<file path="src/rtl/ppi_pkg.sv">
// Shared types and constants for the PPI bus-interface sequencer.
// Latency: none (declarations only).
// Backpressure: none (declarations only).
package ppi_pkg;

    // Bus cycle sequencer states
    typedef enum logic [1:0] {
        IDLE  = 2'd0,
        READ  = 2'd1,
        WRITE = 2'd2
    } state_t;

    // Control-word field positions (always within bits [7:0] of the data bus)
    localparam int CTRL_MODE_BIT = 7;
    localparam int BSR_BIT_LSB   = 1;
    localparam int BSR_BIT_MSB   = 3;
    localparam int BSR_VAL_BIT   = 0;

    // Mode 0, all ports configured as inputs
    localparam logic [7:0] CTRL_RST_DEFAULT = 8'h9B;

endpackage

</file>
<file path="src/rtl/ppi_addr_decode.sv">
// Address decoder: register address -> one-hot port select, control select, unmapped flag.
// Latency: combinational, zero cycles.
// Backpressure: none.
module ppi_addr_decode #(
    parameter int ADDR_W  = 2,
    parameter int N_PORTS = 3
) (
    input  logic [ADDR_W-1:0]  addr,
    output logic [N_PORTS-1:0] port_sel,
    output logic               ctrl_sel,
    output logic               unmapped
);

    // Ports occupy 0..N_PORTS-1, control register is the all-ones address, the rest is a hole
    always_comb begin
        port_sel = '0;
        for (int i = 0; i < N_PORTS; i++) begin
            if (addr == ADDR_W'(i)) begin
                port_sel[i] = 1'b1;
            end
        end
        ctrl_sel = (addr == {ADDR_W{1'b1}});
        unmapped = !ctrl_sel && (port_sel == '0);
    end

endmodule

</file>
<file path="src/rtl/ppi_bus_ctrl_seq.sv">
// PPI bus-interface sequencer: read/write cycle FSM, port selects, control word, commit strobes.
// Latency: strobes appear one cycle after the sampled WR_n rising (or RD_n falling) edge.
// Backpressure: none; strobes are single-cycle pulses the port/group blocks must accept.
module ppi_bus_ctrl_seq
    import ppi_pkg::*;
#(
    parameter int         DATA_W   = 8,
    parameter int         ADDR_W   = 2,
    parameter int         N_PORTS  = 3,
    parameter logic [7:0] CTRL_RST = CTRL_RST_DEFAULT
) (
    input  logic               clk,
    input  logic               Reset,
    input  logic               CS_n,
    input  logic               RD_n,
    input  logic               WR_n,
    input  logic [ADDR_W-1:0]  A,
    input  logic [DATA_W-1:0]  D_in,
    output logic               bus_dir,
    output logic [N_PORTS-1:0] port_sel,
    output logic               ctrl_sel,
    output logic               port_rd_stb,
    output logic               port_wr_stb,
    output logic [DATA_W-1:0]  wr_data,
    output logic [DATA_W-1:0]  ctrl_word,
    output logic               mode_stb,
    output logic               bsr_stb,
    output logic [2:0]         bsr_bit,
    output logic               bsr_val,
    output logic               err_stb
);

    localparam logic [DATA_W-1:0] CTRL_RST_W = DATA_W'(CTRL_RST);

    state_t              state;
    logic [ADDR_W-1:0]   lat_addr;
    logic [DATA_W-1:0]   lat_data;
    logic                active;

    logic [N_PORTS-1:0]  in_port_sel;
    logic                in_ctrl_sel;
    logic                in_unmapped;
    logic [N_PORTS-1:0]  lat_port_sel;
    logic                lat_ctrl_sel;
    logic                lat_unmapped;

    assign active = !CS_n;

    // Live address: used on read entry and to drive selects while WR_n is low
    ppi_addr_decode #(
        .ADDR_W  (ADDR_W),
        .N_PORTS (N_PORTS)
    ) u_dec_in (
        .addr     (A),
        .port_sel (in_port_sel),
        .ctrl_sel (in_ctrl_sel),
        .unmapped (in_unmapped)
    );

    // Latched address: the last value sampled with WR_n low decides the commit target
    ppi_addr_decode #(
        .ADDR_W  (ADDR_W),
        .N_PORTS (N_PORTS)
    ) u_dec_lat (
        .addr     (lat_addr),
        .port_sel (lat_port_sel),
        .ctrl_sel (lat_ctrl_sel),
        .unmapped (lat_unmapped)
    );

    // Cycle FSM with registered selects, strobes and control word; strobes default low every cycle
    always_ff @(posedge clk) begin
        if (Reset) begin
            state       <= IDLE;
            lat_addr    <= '0;
            lat_data    <= '0;
            bus_dir     <= 1'b0;
            port_sel    <= '0;
            ctrl_sel    <= 1'b0;
            port_rd_stb <= 1'b0;
            port_wr_stb <= 1'b0;
            wr_data     <= '0;
            ctrl_word   <= CTRL_RST_W;
            mode_stb    <= 1'b0;
            bsr_stb     <= 1'b0;
            bsr_bit     <= '0;
            bsr_val     <= 1'b0;
            err_stb     <= 1'b0;
        end else begin
            port_rd_stb <= 1'b0;
            port_wr_stb <= 1'b0;
            mode_stb    <= 1'b0;
            bsr_stb     <= 1'b0;
            err_stb     <= 1'b0;

            case (state)
                IDLE: begin
                    bus_dir  <= 1'b0;
                    port_sel <= '0;
                    ctrl_sel <= 1'b0;
                    if (active && !RD_n && !WR_n) begin
                        // Contending strobes: flag and wait for the bus to settle
                        err_stb <= 1'b1;
                    end else if (active && !RD_n) begin
                        state    <= READ;
                        lat_addr <= A;
                        if (in_unmapped) begin
                            // Hole in the map: report once, never drive the bus
                            err_stb <= 1'b1;
                        end else begin
                            bus_dir     <= 1'b1;
                            port_sel    <= in_port_sel;
                            ctrl_sel    <= in_ctrl_sel;
                            port_rd_stb <= |in_port_sel;
                        end
                    end else if (active && !WR_n) begin
                        state    <= WRITE;
                        lat_addr <= A;
                        lat_data <= D_in;
                        port_sel <= in_port_sel;
                        ctrl_sel <= in_ctrl_sel;
                    end
                end

                READ: begin
                    if (!active || RD_n) begin
                        state    <= IDLE;
                        bus_dir  <= 1'b0;
                        port_sel <= '0;
                        ctrl_sel <= 1'b0;
                    end else if (!WR_n) begin
                        state    <= IDLE;
                        bus_dir  <= 1'b0;
                        port_sel <= '0;
                        ctrl_sel <= 1'b0;
                        err_stb  <= 1'b1;
                    end
                end

                WRITE: begin
                    if (!active) begin
                        // Chip deselected before WR_n rose: drop the write silently
                        state    <= IDLE;
                        port_sel <= '0;
                        ctrl_sel <= 1'b0;
                    end else if (!WR_n && !RD_n) begin
                        state    <= IDLE;
                        port_sel <= '0;
                        ctrl_sel <= 1'b0;
                        err_stb  <= 1'b1;
                    end else if (!WR_n) begin
                        // Still low: keep tracking the bus, last sample wins
                        lat_addr <= A;
                        lat_data <= D_in;
                        port_sel <= in_port_sel;
                        ctrl_sel <= in_ctrl_sel;
                    end else begin
                        // WR_n rose with chip still selected: commit the latched write
                        state    <= IDLE;
                        port_sel <= lat_port_sel;
                        ctrl_sel <= lat_ctrl_sel;
                        if (lat_unmapped) begin
                            err_stb <= 1'b1;
                        end else if (|lat_port_sel) begin
                            port_wr_stb <= 1'b1;
                            wr_data     <= lat_data;
                        end else if (lat_data[CTRL_MODE_BIT]) begin
                            ctrl_word <= lat_data;
                            mode_stb  <= 1'b1;
                        end else begin
                            bsr_stb <= 1'b1;
                            bsr_bit <= lat_data[BSR_BIT_MSB:BSR_BIT_LSB];
                            bsr_val <= lat_data[BSR_VAL_BIT];
                        end
                    end
                end

                default: begin
                    state <= IDLE;
                end
            endcase
        end
    end

endmodule

</file>
<file path="config.mk">
export PLATFORM = sky130hd
export DESIGN_NAME = ppi_bus_ctrl_seq
export DESIGN_NICKNAME = d
export VERILOG_FILES = /design/src/rtl/ppi_pkg.sv /design/src/rtl/ppi_addr_decode.sv /design/src/rtl/ppi_bus_ctrl_seq.sv
export SDC_FILE = /design/constraint.sdc
export NUM_CORES = 1
export LEC_CHECK = 0
export ABC_AREA = 1
export CORE_UTILIZATION = 25
export CTS_CLUSTER_DIAMETER = 120
export DETAILED_ROUTE_END_ITERATION = 7
export GPL_TIMING_DRIVEN = 0
export PLACE_DENSITY = 0.47
export SYNTH_ARGS = -nofsm -noshare
export SYNTH_HDL_FRONTEND = slang
export SYNTH_SLANG_ARGS = --single-unit
</file>
<file path="constraint.sdc">
create_clock -name clk -period 1.89 [get_ports clk]
set_input_delay 0.378 -clock clk [delete_from_list [all_inputs] [get_ports clk]]
set_output_delay 0.378 -clock clk [all_outputs]
set_load 0.05 [all_outputs]
</file>
==> Yosys cells after proc, flatten, opt, wreduce, memory -nomap -nowiden <==
Cells that the tools add are included.
{ "classes": {"eq_ne": 17, "n_mux": 66, "n_bitwise": 9, "reduce_logical": 33} }
{ "ops": {"columns": ["operator", "n"], "rows": [
  ["$mux 8", 6],
  ["$mux 1", 30],
  ["$mux 2", 14],
  ["$mux 3", 9],
  ["$reduce_and 7->1", 3],
  ["$pmux 8 s2", 1],
  ["$ne 2x2->1 const B", 6],
  ["$reduce_and 6->1", 2],
  ["$eq 2x2->1 const B", 5],
  ["$not 1->1", 9],
  ["$pmux 3 s3", 1],
  ["$reduce_or 9->1", 1],
  ["$eq 2x1->1 const B", 3],
  ["$logic_and 1x1->1", 6],
  ["$logic_not 2->1", 3],
  ["$logic_not 3->1", 2],
  ["$ne 3x3->1 const B", 2],
  ["$pmux 1 s3", 2],
  ["$pmux 2 s3", 1],
  ["$reduce_or 3->1", 2],
  ["$reduce_or 6->1", 1],
  ["$logic_not 1->1", 5],
  ["$reduce_or 5->1", 1],
  ["$ne 4x4->1 const B", 1],
  ["7 further kinds", 9]
]} }
{ "totals": {"reg_bits": 41, "inputBits": 15, "out_inout_bits": 30, "word_cells": 140} }

==> Longest topological paths before layout <==
{ "depth": {"depth_word": 9, "mapped_depth": 9, "depth_no_buf": 9} }

==> Modules after synthesis <==
Synthesis repeated with hierarchy kept, for this count alone.
{ "hier_totals": {"cells_unflattened": 276, "area_unflattened_um2": 1906.8} }
{ "modules_own_cells": {"columns": ["mod", "n_inst", "cells_each", "area_each_um2", "seq_area_each_um2"], "rows": [
  ["ppi_bus_ctrl_seq", 1, 258, 1831.8, 820.8],
  ["ppi_addr_decode", 2, 9, 37.5, 0.0]
]} }

==> Worst setup path before layout <==
Ideal clock, no wire load.
{ "synth_path": {"path_kind": "register to register", "startpoint": "register state[0]", "endpoint": "register ctrl_word[3]", "setup_ns": 0.127, "arrival_time_ns": 1.265, "t_required_ns": 1.763, "setup_slack_ns": 0.498, "stages_incl_launch_ff": 9, "path_buffers": 1, "period_less_slack_ns": 1.392, "path_cell_list": "dfxtp_1 inv_1 ha_1 nand2_2 nor2_4 nand3_4 buf_6 nand2_1 o211ai_2"} }
{ "synth_between": {"elab_chain_len": 2} }
{ "synth_rtl": {"columns": ["item", "line_no", "source"], "rows": [
  ["from (decl)", "ppi_bus_ctrl_seq.sv:35", "state_t state;"],
  ["from (signal assigned)", "ppi_bus_ctrl_seq.sv:74", "state <= IDLE;"],
  ["from (signal assigned)", "ppi_bus_ctrl_seq.sv:105", "state <= READ;"],
  ["from (signal assigned)", "ppi_bus_ctrl_seq.sv:117", "state <= WRITE;"],
  ["$eq 2x2->1", "ppi_bus_ctrl_seq.sv:96", "case (state)"],
  ["$reduce_and 7->1 (no source line)", null, null],
  ["to (signal assigned)", "ppi_bus_ctrl_seq.sv:168", "ctrl_word <= lat_data;"],
  ["to (decl)", "ppi_bus_ctrl_seq.sv:25", "output logic [DATA_W-1:0] ctrl_word,"]
]} }
No other way between the ends.
A chain may end at the register's enable or synchronous reset.

==> Final worst setup path <==
{ "layout_path": {"startpoint": "register wr_data[4]", "endpoint": "output port wr_data[4]"} }
{ "layout_rtl": {"columns": ["item", "line_no", "source"], "rows": [
  ["from (decl)", "ppi_bus_ctrl_seq.sv:24", "output logic [DATA_W-1:0] wr_data,"],
  ["from (signal assigned)", "ppi_bus_ctrl_seq.sv:166", "wr_data <= lat_data;"]
]} }
No word-level cell between the ends.

==> results.txt <==
status = finished, final reports clean
Worst Reg2Reg Path Length in Cells = 6
clock root buffer = clkbuf_8
share of the cycle needed by the critical path after routing = 97.9%
overall die height = 87.2 um
setup repair after global routing missed its margin = false
highest-delay cell along the critical path = clkdlybuf4s50_1
I/O Buffers = 43
switching power as a share of total power = 33.5%
Inserted Diodes = 0
part of the total power dissipated in combinational logic = 28.2%
peak supply drop = 0.486 mV
final hold vios = 0
number of global-route vias before repair = 1418
arrival time reported for the critical path endpoint = 1.47 ns
distinct cell type count of the synthesized netlist = 29
required time of the worst setup path = 1.51 ns
CP startpoint = wr_data[4]
classification of the worst-slack hold path = reg -> reg
Worst Tran Pin Value = 0.504 ns
number of standard cells after synthesis = 231
combined area of all synthesized cells = 0.00182 mm2
worst setup slack for register-to-register paths = 0.24 ns
worst reg2reg endpoint = lat_data[7]
Sequential Area = 821 um2
number of design rule violations left after detail routing = 0
Setup TNS Final = 0 ns
internal power summed over all cells = 1.61 mW
# rows = 30
share of post-route cells with drive strength above 1 = 11.7%
half-perimeter wire length of the detailed placement result = 3.19 mm
CTS max path bufs = 2
Congestion Overflow GR = 0
TritonCTS clock tree = done
delay contributed by the slowest stage of the critical path = 0.82 ns
number of nets in the finished design = 300
quantity of gates resized following cts = 0
Max transition margin = 66.3%
delay-heaviest family, CP = buffers and inverters
Core Box Area = 0.00691 mm2
type of origin of the critical path = register
sequence of cells on the critical path = clkdlybuf4s50_1
clock network fraction of total power = 30.9%
number of antenna violations at the first check in global routing = 0
share of power burned in registers = 40.9%
effective utilization at floorplan = 26.3%
number of sinks handled by clock tree synthesis = 41
Top Ports = 45
remaining antenna violation count after routing = 0
beginning of the worst hold path = bsr_bit[0]
wire length of the first global-routing pass = 6.94 mm
DR WL/cell = 11.6 um
hold-fix buffers at CTS = 0
biggest fanout along the worst timing path = 2
total global-route track usage = 12.1%
horizontal extent of the die = 87.2 um
peak clock frequency supported by timing = 540 MHz
relative area change from synthesis to final layout = 36.9%
initial drt markers = 102
Routed Wire Length = 4.37 mm
via count of the routed design = 1612
Leakage Power = 1.01 nW
Synth warnings = 0
final weighted congestion in routability-driven placement = 0.779
endpoint with the worst hold slack = bsr_bit[0]
setup fix buffers added after clock tree synthesis = 0
sequential cell area fraction in the yosys report = 45.2%
buffers plus inverters on the worst setup path = 1
final number of setup-violating endpoints = 0
Inst Count DP = 370
category of the most critical setup path = reg -> out
number of detailed-routing iterations run before antenna repair = 4
power density over the cells = 974 mW/mm2
maximum number of pins on one net before global-route repair = 14
post-synthesis register bit count = 41
total die area = 0.00761 mm2
hold path depth = 2
number of nets in the synthesized netlist = 250
r2r startpoint = state[0]
clock buffers created by TritonCTS = 5
Net Switching = 812 uW
count of filler cells inserted in the layout = 774
max-slew violation total from the final report = 0
number of standard cells in the layout, taps in and fillers out = 378
Period minus WS final = 1.85 ns
max-cap viol count = 0
per-instance average area after synthesis = 7.86 um2
Setup crit end kind = output port
footprint of the multi-input gates = 797 um2
later-pin clock latency in the skew report = 0.29 ns
total number of H-tree levels = 2
post-detailed-route via-to-cell ratio = 4.26
Clock Skews = 0.00594 ns
clock slew at reported path FFs = 0.08 ns
==> Yosys cell counts, drive strengths merged <==
cell type / n / area share [%]
o211ai: 5 / 3.4
nor2: 30 / 7.2
ha: 4 / 2.8
nand3b: 1 / 0.41
o21ai: 32 / 9.2
nor4: 1 / 0.34
dfxtp: 41 / 45
buf: 6 / 3.4
nor3: 2 / 0.55
nand2: 37 / 8.3
conb: 1 / 0.21
clkinv: 1 / 0.48
a22oi: 1 / 0.41
a21oi: 26 / 7.6
nand3: 9 / 3.4
inv: 32 / 6.6
clkbuf: 2 / 0.41
==> power by group through the flow <==
stage / logic, mW / clock network (mW) / registers (mW)
floorplan: 0.364 / 0 / 1.13
global placement: 0.685 / 0 / 1.01
detailed placement: 0.685 / 0 / 1.01
CTS: 0.687 / 0.774 / 0.993
global route: 0.757 / 0.813 / 1.00
finish: 0.683 / 0.748 / 0.992
==> worst max path at each step <==
stage / slack (ns) / to / cells past startpoint
3_5_place_dp: -0.12 / bsr_bit[2] / 5
4_1_cts: 0.04 / ctrl_word[0] / 1
2_1_floorplan: 0.50 / ctrl_word[3] / 8
6_report: 0.04 / wr_data[4] / 1
3_3_place_gp: -0.06 / bsr_bit[2] / 5
5_1_grt: 0.003 / wr_data[6] / 1
==> tightest hold or removal path, delay by kind of cell (launching register included) <==
kind / cells / cell delay, ns
buffers and inverters: 1 / 0.05
flip-flops: 1 / 0.32
AO/OA/AOI/OAI: 1 / 0.05
==> metal layers <==
layer | up-vias | routed length (um) | track usage [%]
li1 | 846 | - | -
met1 | 725 | 2330 | 17.5
met2 | 36 | 1790 | 17.2
met3 | 5 | 184 | 2.27
met4 | 0 | 67 | 5.37
met5 | - | 0 | 0
==> per-stage QoR <==
| stage | cell area, um2 | utilization, % | setup WS, ns | power [mW] | hold WS, ns |
|---|---|---|---|---|---|
| 2_1_floorplan | 1820 | - | 0.498 | 1.50 | 0.447 |
| 3_3_place_gp | 2370 | 34.3 | -0.0614 | 1.70 | 0.436 |
| 3_5_place_dp | 2370 | 34.3 | -0.125 | 1.70 | 0.439 |
| 4_1_cts | 2490 | 36.0 | 0.0359 | 2.45 | 0.452 |
| 5_1_grt | 2490 | 36.0 | 0.00336 | 2.57 | 0.472 |
| 6_report | 2490 | 36.0 | 0.0391 | 2.42 | 0.447 |
==> flip-flops by register name, indices dropped and copies added, names as in the netlist <==
name         flops
mode_stb         1
port_wr_stb      1
state            2
err_stb          1
bsr_bit          3
lat_addr         2
port_rd_stb      1
bus_dir          1
bsr_val          1
port_sel         3
lat_data         8
ctrl_sel         1
bsr_stb          1
ctrl_word        7
wr_data          8
==> cells in the final DEF (no fill, tap or decap), drive strengths merged <==
cell type	synthesis	final
a21oi	26	26
a22oi	1	1
buf	6	6
bufinv	0	1
clkbuf	2	8
clkdlybuf4s50	0	43
clkinv	1	1
clkinvlp	0	1
conb	1	1
dfxtp	41	41
ha	4	4
inv	32	32
nand2	37	37
nand3	9	9
nand3b	1	1
nor2	30	30
nor3	2	2
nor4	1	1
o211ai	5	5
o21ai	32	32
==> final cells by class <==
type	instances	area share, %
plain buffers	8	2.82
inverters	33	5.18
multi-input cells	149	32.0
flip-flops and latches	41	33.0
clock buffers	6	3.32
repair buffers	43	17.3
clock inverters	2	1.51
well taps	96	4.83
==> cells by family after synthesis <==
group,synth area share (%)
AO/OA/AOI/OAI,20.7
AND/OR/NAND/NOR,20.2
adder cells (fa/ha/maj),2.75
flip-flops,45.2
other,0.206
buffers and inverters,10.9
Power figures use the tool's default switching activity.
